--- src/rtl/pipe_hazard_ctrl_pkg.sv ---
// ============================================================================
// pipe_hazard_ctrl_pkg : LM/SM opcodes, FSM encoding and register-index type
// Rev 1.0
// ============================================================================
`default_nettype none

package pipe_hazard_ctrl_pkg;

  localparam int REG_W = 3;

  localparam logic [3:0] LM_OPC_DEF = 4'b0110;
  localparam logic [3:0] SM_OPC_DEF = 4'b0111;

  localparam logic [0:0] ST_RUN  = 1'b0;
  localparam logic [0:0] ST_LMSM = 1'b1;

  typedef logic [REG_W-1:0] reg_idx_t;

  function automatic logic [7:0] clear_bit(input logic [7:0] m, input reg_idx_t i);
    clear_bit = m & ~(8'h01 << i);
  endfunction

endpackage

`default_nettype wire

--- src/rtl/lsb_pri_enc8.sv ---
// ============================================================================
// lsb_pri_enc8 : index of the lowest set bit of an 8-bit vector, plus any-set
// Rev 1.0
// ============================================================================
`default_nettype none

module lsb_pri_enc8
  import pipe_hazard_ctrl_pkg::*;
(
  input  logic [7:0] vec,
  output reg_idx_t   idx,
  output logic       any
);

  // Scan from the top so the lowest set bit is the last one written.
  always_comb begin
    idx = '0;
    for (int i = 7; i >= 0; i--) begin
      if (vec[i]) idx = reg_idx_t'(i);
    end
  end

  assign any = |vec;

endmodule

`default_nettype wire

--- src/rtl/pipe_hazard_ctrl.sv ---
// ============================================================================
// pipe_hazard_ctrl : stall/flush control with load-use detection and
//                    LM/SM micro-op sequencing
// Rev 1.0
// ============================================================================
`default_nettype none

module pipe_hazard_ctrl
  import pipe_hazard_ctrl_pkg::*;
#(
  parameter logic [3:0] LM_OPC = LM_OPC_DEF,
  parameter logic [3:0] SM_OPC = SM_OPC_DEF
)(
  input  logic       clk,
  input  logic       rst,
  input  logic [3:0] id_opcode,
  input  logic [2:0] id_rs1,
  input  logic [2:0] id_rs2,
  input  logic       id_use_rs1,
  input  logic       id_use_rs2,
  input  logic [7:0] id_lmsm_mask,
  input  logic       ex_is_load,
  input  logic [2:0] ex_rd,
  input  logic       ex_branch_taken,
  input  logic       mem_wait,
  output logic       pc_en,
  output logic       if_id_en,
  output logic       id_ex_en,
  output logic       ex_mem_en,
  output logic       mem_wb_en,
  output logic       if_id_flush,
  output logic       id_ex_flush,
  output logic       lmsm_valid,
  output logic [2:0] lmsm_reg,
  output logic [2:0] lmsm_cnt
);

  logic [0:0] r_state, w_nxt_state;
  logic [7:0] r_mask,  w_nxt_mask;
  logic [2:0] r_cnt,   w_nxt_cnt;

  logic       w_in_lmsm;
  logic       w_is_lmsm_op;
  logic       w_is_sm;
  logic [7:0] w_enc_in;
  reg_idx_t   w_idx;
  logic       w_any;
  logic [7:0] w_remaining;
  logic       w_src1_hit;
  logic       w_src2_hit;
  logic       w_load_use;

  assign w_in_lmsm    = (r_state == ST_LMSM);
  assign w_is_sm      = (id_opcode == SM_OPC);
  assign w_is_lmsm_op = (id_opcode == LM_OPC) || w_is_sm;
  assign w_enc_in     = w_in_lmsm ? r_mask : id_lmsm_mask;
  assign w_remaining  = clear_bit(w_enc_in, w_idx);

  lsb_pri_enc8 u_enc (
    .vec (w_enc_in),
    .idx (w_idx),
    .any (w_any)
  );

  // Mid-sequence, an SM reads the register about to be stored rather than rs2.
  assign w_src1_hit = id_use_rs1 && (id_rs1 == ex_rd);
  assign w_src2_hit = w_in_lmsm ? (w_is_sm && w_any && (w_idx == ex_rd))
                                : (id_use_rs2 && (id_rs2 == ex_rd));
  assign w_load_use = ex_is_load && (w_src1_hit || w_src2_hit);

  always_comb begin
    pc_en       = 1'b1;
    if_id_en    = 1'b1;
    id_ex_en    = 1'b1;
    ex_mem_en   = 1'b1;
    mem_wb_en   = 1'b1;
    if_id_flush = 1'b0;
    id_ex_flush = 1'b0;
    lmsm_valid  = 1'b0;
    lmsm_reg    = 3'd0;
    lmsm_cnt    = 3'd0;
    w_nxt_state = r_state;
    w_nxt_mask  = r_mask;
    w_nxt_cnt   = r_cnt;

    if (mem_wait) begin
      pc_en     = 1'b0;
      if_id_en  = 1'b0;
      id_ex_en  = 1'b0;
      ex_mem_en = 1'b0;
      mem_wb_en = 1'b0;
    end else if (ex_branch_taken) begin
      if_id_flush = 1'b1;
      id_ex_flush = 1'b1;
      w_nxt_state = ST_RUN;
      w_nxt_mask  = 8'h00;
      w_nxt_cnt   = 3'd0;
    end else if (w_load_use) begin
      pc_en       = 1'b0;
      if_id_en    = 1'b0;
      id_ex_flush = 1'b1;
    end else if (w_in_lmsm) begin
      if (w_any) begin
        lmsm_valid = 1'b1;
        lmsm_reg   = w_idx;
        lmsm_cnt   = r_cnt + 3'd1;
        if (w_remaining != 8'h00) begin
          pc_en      = 1'b0;
          if_id_en   = 1'b0;
          w_nxt_mask = w_remaining;
          w_nxt_cnt  = r_cnt + 3'd1;
        end else begin
          w_nxt_state = ST_RUN;
          w_nxt_mask  = 8'h00;
          w_nxt_cnt   = 3'd0;
        end
      end else begin
        w_nxt_state = ST_RUN;
        w_nxt_cnt   = 3'd0;
      end
    end else if (w_is_lmsm_op && w_any) begin
      lmsm_valid = 1'b1;
      lmsm_reg   = w_idx;
      lmsm_cnt   = 3'd0;
      if (w_remaining != 8'h00) begin
        pc_en       = 1'b0;
        if_id_en    = 1'b0;
        w_nxt_state = ST_LMSM;
        w_nxt_mask  = w_remaining;
        w_nxt_cnt   = 3'd0;
      end
    end
  end

  always_ff @(posedge clk) begin
    if (rst) begin
      r_state <= ST_RUN;
      r_mask  <= 8'h00;
      r_cnt   <= 3'd0;
    end else begin
      r_state <= w_nxt_state;
      r_mask  <= w_nxt_mask;
      r_cnt   <= w_nxt_cnt;
    end
  end

endmodule

`default_nettype wire

--- config.mk ---
export PLATFORM = sky130hd
export DESIGN_NAME = pipe_hazard_ctrl
export DESIGN_NICKNAME = d
export VERILOG_FILES = /design/src/rtl/pipe_hazard_ctrl_pkg.sv /design/src/rtl/lsb_pri_enc8.sv /design/src/rtl/pipe_hazard_ctrl.sv
export SDC_FILE = /design/constraint.sdc
export NUM_CORES = 1
export LEC_CHECK = 0
export ABC_AREA = 1
export CORE_AREA = 2 2 69 71
export CTS_CLUSTER_SIZE = 25
export DETAILED_ROUTE_END_ITERATION = 10
export DIE_AREA = 0 0 71 73
export SYNTH_ARGS = -nofsm -noshare
export SYNTH_HDL_FRONTEND = slang
export SYNTH_SLANG_ARGS = --single-unit
--- constraint.sdc ---
create_clock -name clk -period 6.35 [get_ports clk]
set_clock_uncertainty 0.1 [all_clocks]
set_input_delay 0.635 -clock clk [delete_from_list [all_inputs] [get_ports clk]]
set_output_delay 0.635 -clock clk [all_outputs]
set_load 0.03 [all_outputs]
==> results of run 1 <==
==> logic make-up (layout without fill, tap and decap cells) <==
family | after synthesis | after routing | share of synthesized area, %
flops | 12 | 12 | 18.5
xor+xnor | 5 | 5 | 3.37
simple gates | 155 | 155 | 58.6
buf+inv | 36 | 75 | 12.2
compound gates | 13 | 13 | 6.36
fa+ha+maj | 1 | 1 | 0.964
==> power by group <==
group          switching [W]  leakage, nW  internal [W]
registers         0.00000420       0.0981     0.0000799
logic              0.0000664        0.700     0.0000458
clock network      0.0000326       0.0288     0.0000550
==> worst register-to-register path: stages, from the launching register on <==
cell     delay [ns]
dfxtp_1        0.67
inv_2          0.27
nand2_1        0.15
nand2_1        0.10
nand2_1        0.07
nand2_1        0.04
nand2_1        0.05
nand2_1        0.04
nand2_1        0.06
nand2_2        0.09
nand2_1        0.12
nand2_1        0.07
nand3_2        0.07
nand2_2        0.07
nand2_4        0.09
nand3_2        0.08
nand2_2        0.13
nand2_4        0.10
nor2_1         0.14
nor2_2         0.05
==> area by class of cell <==
cell class / count / area (sq um) / area share, %
Clock buffer: 4 / 55.1 / 3.08
Timing Repair Buffer: 41 / 410 / 23.0
Tap cell: 54 / 67.6 / 3.78
Sequential cell: 12 / 240 / 13.5
Multi-Input combinational cell: 174 / 900 / 50.4
Inverter: 30 / 113 / 6.31
==> state kept, by name, summed over array words and instances (netlist names) <==
register  cells
r_mask        8
r_cnt         3
r_state       1
==> cell usage in the layout (no fill, tap or decap), drive strengths merged <==
cell type and count:
dfxtp 12, nand3b 1, inv 29, nand3 22, ha 1, xor2 5, a21oi 6, nor2 44
a32oi 1, clkinv 1, a31oi 1, nor3 4, nand2 84, a211oi 1, clkdlybuf4s50 41, o21ai 4
clkbuf 4
==> layer usage <==
layer	vias up	share of wire, %	track usage, %
li1	762	-	-
met1	627	43	15.1
met2	38	49	24.2
met3	5	5.4	2.07
met4	0	1.9	6.29
met5	-	0	0
==> stage by stage <==
stage               hold WS [ns]  power, W  utilization [%]  cells  cell area, sq um
CTS                        0.349  0.000286             39.4    315              1790
floorplan                  0.325  0.000162                -    222              1300
global route               0.370  0.000303             39.4    315              1790
global placement           0.337  0.000198             38.2    311              1730
detailed placement         0.339  0.000198             38.2    311              1730
finish                     0.351  0.000284             39.4    315              1790
==> worst paths after layout <==
check            start           to  slack [ns]
max reg2reg    r_state    r_mask[3]        3.68
max            r_state  lmsm_reg[1]        2.27
min reg2reg  r_mask[0]    r_mask[0]        0.35
min          r_mask[0]    r_mask[0]        0.35
==> synth_stat cells <==
cell type / instances
a211oi_1: 1
a21oi_1: 6
a31oi_2: 1
a32oi_1: 1
buf_4: 4
buf_6: 1
clkbuf_1: 1
clkinv_1: 1
dfxtp_1: 12
ha_1: 1
inv_1: 24
inv_2: 5
nand2_1: 64
nand2_2: 15
nand2_4: 5
nand3_1: 19
nand3_2: 2
nand3_4: 1
nand3b_1: 1
nor2_1: 34
nor2_2: 6
nor2_4: 4
nor3_1: 4
o21ai_0: 2
o21ai_1: 1
o21ai_2: 1
xor2_1: 5
==> results.cfg, run 1 <==
[yosys]
netlist_area_sq_um = 1300
syn-instance-count = 222
synth_top_area_share_pct = 18.5
yosys_warnings = 0
synth.distinct_cells = 27
ys_ff_latch = 12
syn_avg_cell_area_sq_um = 5.84
synth.yosys.seq_area_share_pct = 18.5
synth_top_cell_by_area = dfxtp_1
synth_area_leaders = dfxtp_1 (19%), nand2_1 (19%), nor2_1 (9.8%), nand3_1 (7.3%), nand2_2 (7.2%)
synth_nets = 251

[sta]
relSlewSlack_pct = 62.7
finalHoldViolations = 0
fmax_mhz = 245
timing.setup.tns_ns = 0
fin_crit_sh_pct = 64.3
worst_slack_ns = 2.27
worst_pin_slew_ns = 0.558
fin_crit_ns = 4.08
rsz0062_at_grt = false
finalSetupViolCount = 0
drv_slew = 0

[outcome]
status = finished clean

[power]
irDropWorstVdd_v = 0.0000908
power_density_nw_per_um2 = 159
p_leak_nw = 0.827

[clock_network]
clkLatencyLatePin_ns = 0.25
cts_setup_buffers = 0
cts_tree = built
clk_path_buf_depth = 2
cts_made_buffers = 3
clk_pin_slew_ns = 0.06
root_buffer = clkbuf_8
hold_buffers = 0
cts_resized = 0
htreeDepth = 1
numClockSinks = 12

[global_routing]
grtUsageTotal_pct = 13.3
antenna_found_initial = 0
overflow = 0
grt_pass1_vias = 1265
grt_start_max_net_pins = 16
grt_pass1_wl_mm = 5.47

[worst_hold_path]
worst_hold_path.num_cells = 2
hold_class = reg -> reg

[setup_path]
path_depth = 19
critPathRequiredTime_ns = 5.61
cp_common_cell = nand2_1
cp_top_family = simple AND/OR/NAND/NOR gates
path_class = reg -> out
cp-start-kind = flip-flop
cp_max_fo = 15
cp_num_buf_inv = 3
rr_worst_depth = 19
crit_chain = inv_2 > nand2_1 > nand2_1 > nand2_1 > nand2_1 > nand2_1 > nand2_1 > nand2_1 > nand2_2 > nand2_1 > nand2_1 > nand3_2 > nand2_2 > nand2_4 > nand3_2 > nor2_1 > inv_1 > nor2_1 > clkdlybuf4s50_1
crit_path_end_kind = primary output
cp_data_arrival_time_ns = 3.35
cpMaxStageDelayCell = clkdlybuf4s50_1
slowest_delay_ns = 0.68

[routing]
vias = 1432
dr.pass1.iters = 4
via_per_inst = 4.55
drt_iter0_drc = 35
drc = 0
drtAntennaViolNets = 0
post_drt_wl_per_cell_um = 10.8
wirelength_mm = 3.41

[layout]
fillCellCount = 499
drive_gt1_share_pct = 16.9
area_growth_pct = 37.6
antennaDiodeCount = 0
fin_nets = 291

[floorplanning]
core_area_sq_um = 4540
die_height_um = 73
ios = 42
num_rows = 25
die-width_um = 71
start_util_pct = 28.6
die_area_sq_um = 5180

[flow_run]
max-cap-violations = 0

[placement]
io_buffers = 41
dp_hpwl_mm = 2.73
routabilityCongestion = 0.859
dp_slack_ns = 2.39
(Power assumes the default switching activity.)
==> inputs of run 2 (changes only) <==
- clock period: 6.35 -> 4.1 ns (I/O delays scaled with it)
==> results.cfg, run 2 (synthesis gave the netlist of run 1 again) <==
[sta]
finalHoldViolations = 0
fin_crit_sh_pct = 88.9
timing.hold.ws_ns = 0.345
finalSetupViolCount = 0
rsz0062_at_grt = false
timing.setup.tns_ns = 0
worst_pin_slew_ns = 0.364
fin_crit_ns = 3.64
relSlewSlack_pct = 75.6
fmax_mhz = 275
drv_slew = 0

[power]
p_clk_share_pct = 30.0
comb_power_share_pct = 40.4
p_sw_w = 0.000157
power_density_nw_per_um2 = 244
irDropWorstVdd_v = 0.000148
netSwitchingFraction_pct = 35.8
cellInternalPower_w = 0.000281
p_leak_nw = 0.832
seqPwrFrac_pct = 29.6

[clock_network]
hold_buffers = 0
clkLatencyLatePin_ns = 0.24
cts_tree = built
cts_resized = 0
root_buffer = clkbuf_8
cts_made_buffers = 3
clk_path_buf_depth = 2
numClockSinks = 12
cts_setup_buffers = 0
clk_pin_slew_ns = 0.06
htreeDepth = 1

[routing]
post_drt_wl_per_cell_um = 10.9
wirelength_mm = 3.44
via_per_inst = 4.44
dr.pass1.iters = 4
vias = 1404
drc = 0
drtAntennaViolNets = 0
drt_iter0_drc = 35

[flow_run]
max-cap-violations = 0

[setup_path]
crit_path_end_kind = primary output
critPathRequiredTime_ns = 3.59
cpMaxStageDelayCell = clkdlybuf4s50_1
slowest_delay_ns = 0.71
reg2reg_from = r_state
cp_data_arrival_time_ns = 3.13
cp_max_fo = 8
reg2reg_slack_ns = 1.60
r2r_end = r_mask[1]
rr_worst_depth = 18
crit_chain = buf_4 > nand2_1 > nand2_1 > nand2_1 > nand2_1 > nand2_1 > nand2_1 > nand2_1 > nand2_2 > nand3_1 > o21ai_1 > nand2_1 > nor2_4 > nand2_1 > a31oi_2 > clkdlybuf4s50_1
crit_path_start = r_state
cp-start-kind = flip-flop
path_class = reg -> out
cp_common_cell = nand2_1

[layout]
regArea_sq_um = 240
fillCellCount = 493
area_growth_pct = 38.2
top_register = r_mask
drive_gt1_share_pct = 17.2
final_common_cell = nand2_1
top_regs = r_mask: 8 flops, r_cnt: 3 flops, r_state: 1 flops
multiInputGateArea_sq_um = 900
largest_reg_flops = 8
antennaDiodeCount = 0
fin_nets = 292
layout_common_cells = nand2_1 (64), clkdlybuf4s50_1 (41), nor2_1 (34)

[floorplanning]
die_height_um = 73
core_area_sq_um = 4540
num_rows = 25
ios = 42
die-width_um = 71
die_area_sq_um = 5180
start_util_pct = 28.6

[global_routing]
antenna_found_initial = 0
grt_pass1_vias = 1320
grt_start_max_net_pins = 12
grt_pass1_wl_mm = 5.60
overflow = 0
grtUsageTotal_pct = 13.5

[placement]
io_buffers = 41
routabilityCongestion = 0.828
dp_hpwl_mm = 2.82

[worst_hold_path]
worst_hold_startpoint = r_mask[0]
worst_hold_path.num_cells = 2
hold_class = reg -> reg
min_to = r_mask[0]

[outcome]
status = finished clean
## run 2: cell count changes in the layout (fill, tap and decap cells not counted)
cell,delta
buf_4,+1
## run 2: power groups by stage
| stage | Combinational (W) | Clock (W) | Sequential, W |
|---|---|---|---|
| floorplan | 0.000122 | 0 | 0.000130 |
| global placement | 0.000177 | 0 | 0.000131 |
| detailed placement | 0.000178 | 0 | 0.000132 |
| CTS | 0.000179 | 0.000137 | 0.000129 |
| global route | 0.000195 | 0.000141 | 0.000130 |
| finish | 0.000177 | 0.000131 | 0.000129 |
## run 2: stage by stage
stage / setup slack (ns) / area (sq um) / utilization (%) / total power [W] / cells
floorplan: 1.14 / 1300 / - / 0.000251 / 222
global placement: 0.601 / 1740 / 38.3 / 0.000309 / 312
detailed placement: 0.601 / 1740 / 38.3 / 0.000309 / 312
CTS: 0.434 / 1790 / 39.5 / 0.000444 / 316
global route: 0.177 / 1790 / 39.5 / 0.000466 / 316
finish: 0.457 / 1790 / 39.5 / 0.000437 / 316
## run 2: metal layers
metal	global-route usage (%)	vias to the layer above	wire [um]
met4	5.66	0	53
met3	1.38	4	132
li1	-	763	-
met1	15.9	614	1550
met5	0	-	0
met2	24.7	23	1710
## run 2: worst max-delay path by stage
stage,end,depth (start not counted)
after CTS,lmsm_reg[1],17
after global placement,if_id_en,16
after detailed placement,if_id_en,16
after floorplan,lmsm_reg[0],17
after global routing,lmsm_reg[0],17
final,pc_en,16
## run 2: critical path: cells and delay by family, from the launching register on
kind / cells / cell delay (ns)
and+or+nand+nor: 12 / 1.01
buffers and inverters: 2 / 0.94
DFF: 1 / 0.53
AOI/OAI and AO/OA: 2 / 0.41
## run 2: area by class of cell
type | count | area share (%)
Clock buffer | 4 | 3.07
Timing Repair Buffer | 42 | 23.3
Sequential cell | 12 | 13.4
Multi-Input combinational cell | 174 | 50.2
Tap cell | 54 | 3.77
Inverter | 30 | 6.28
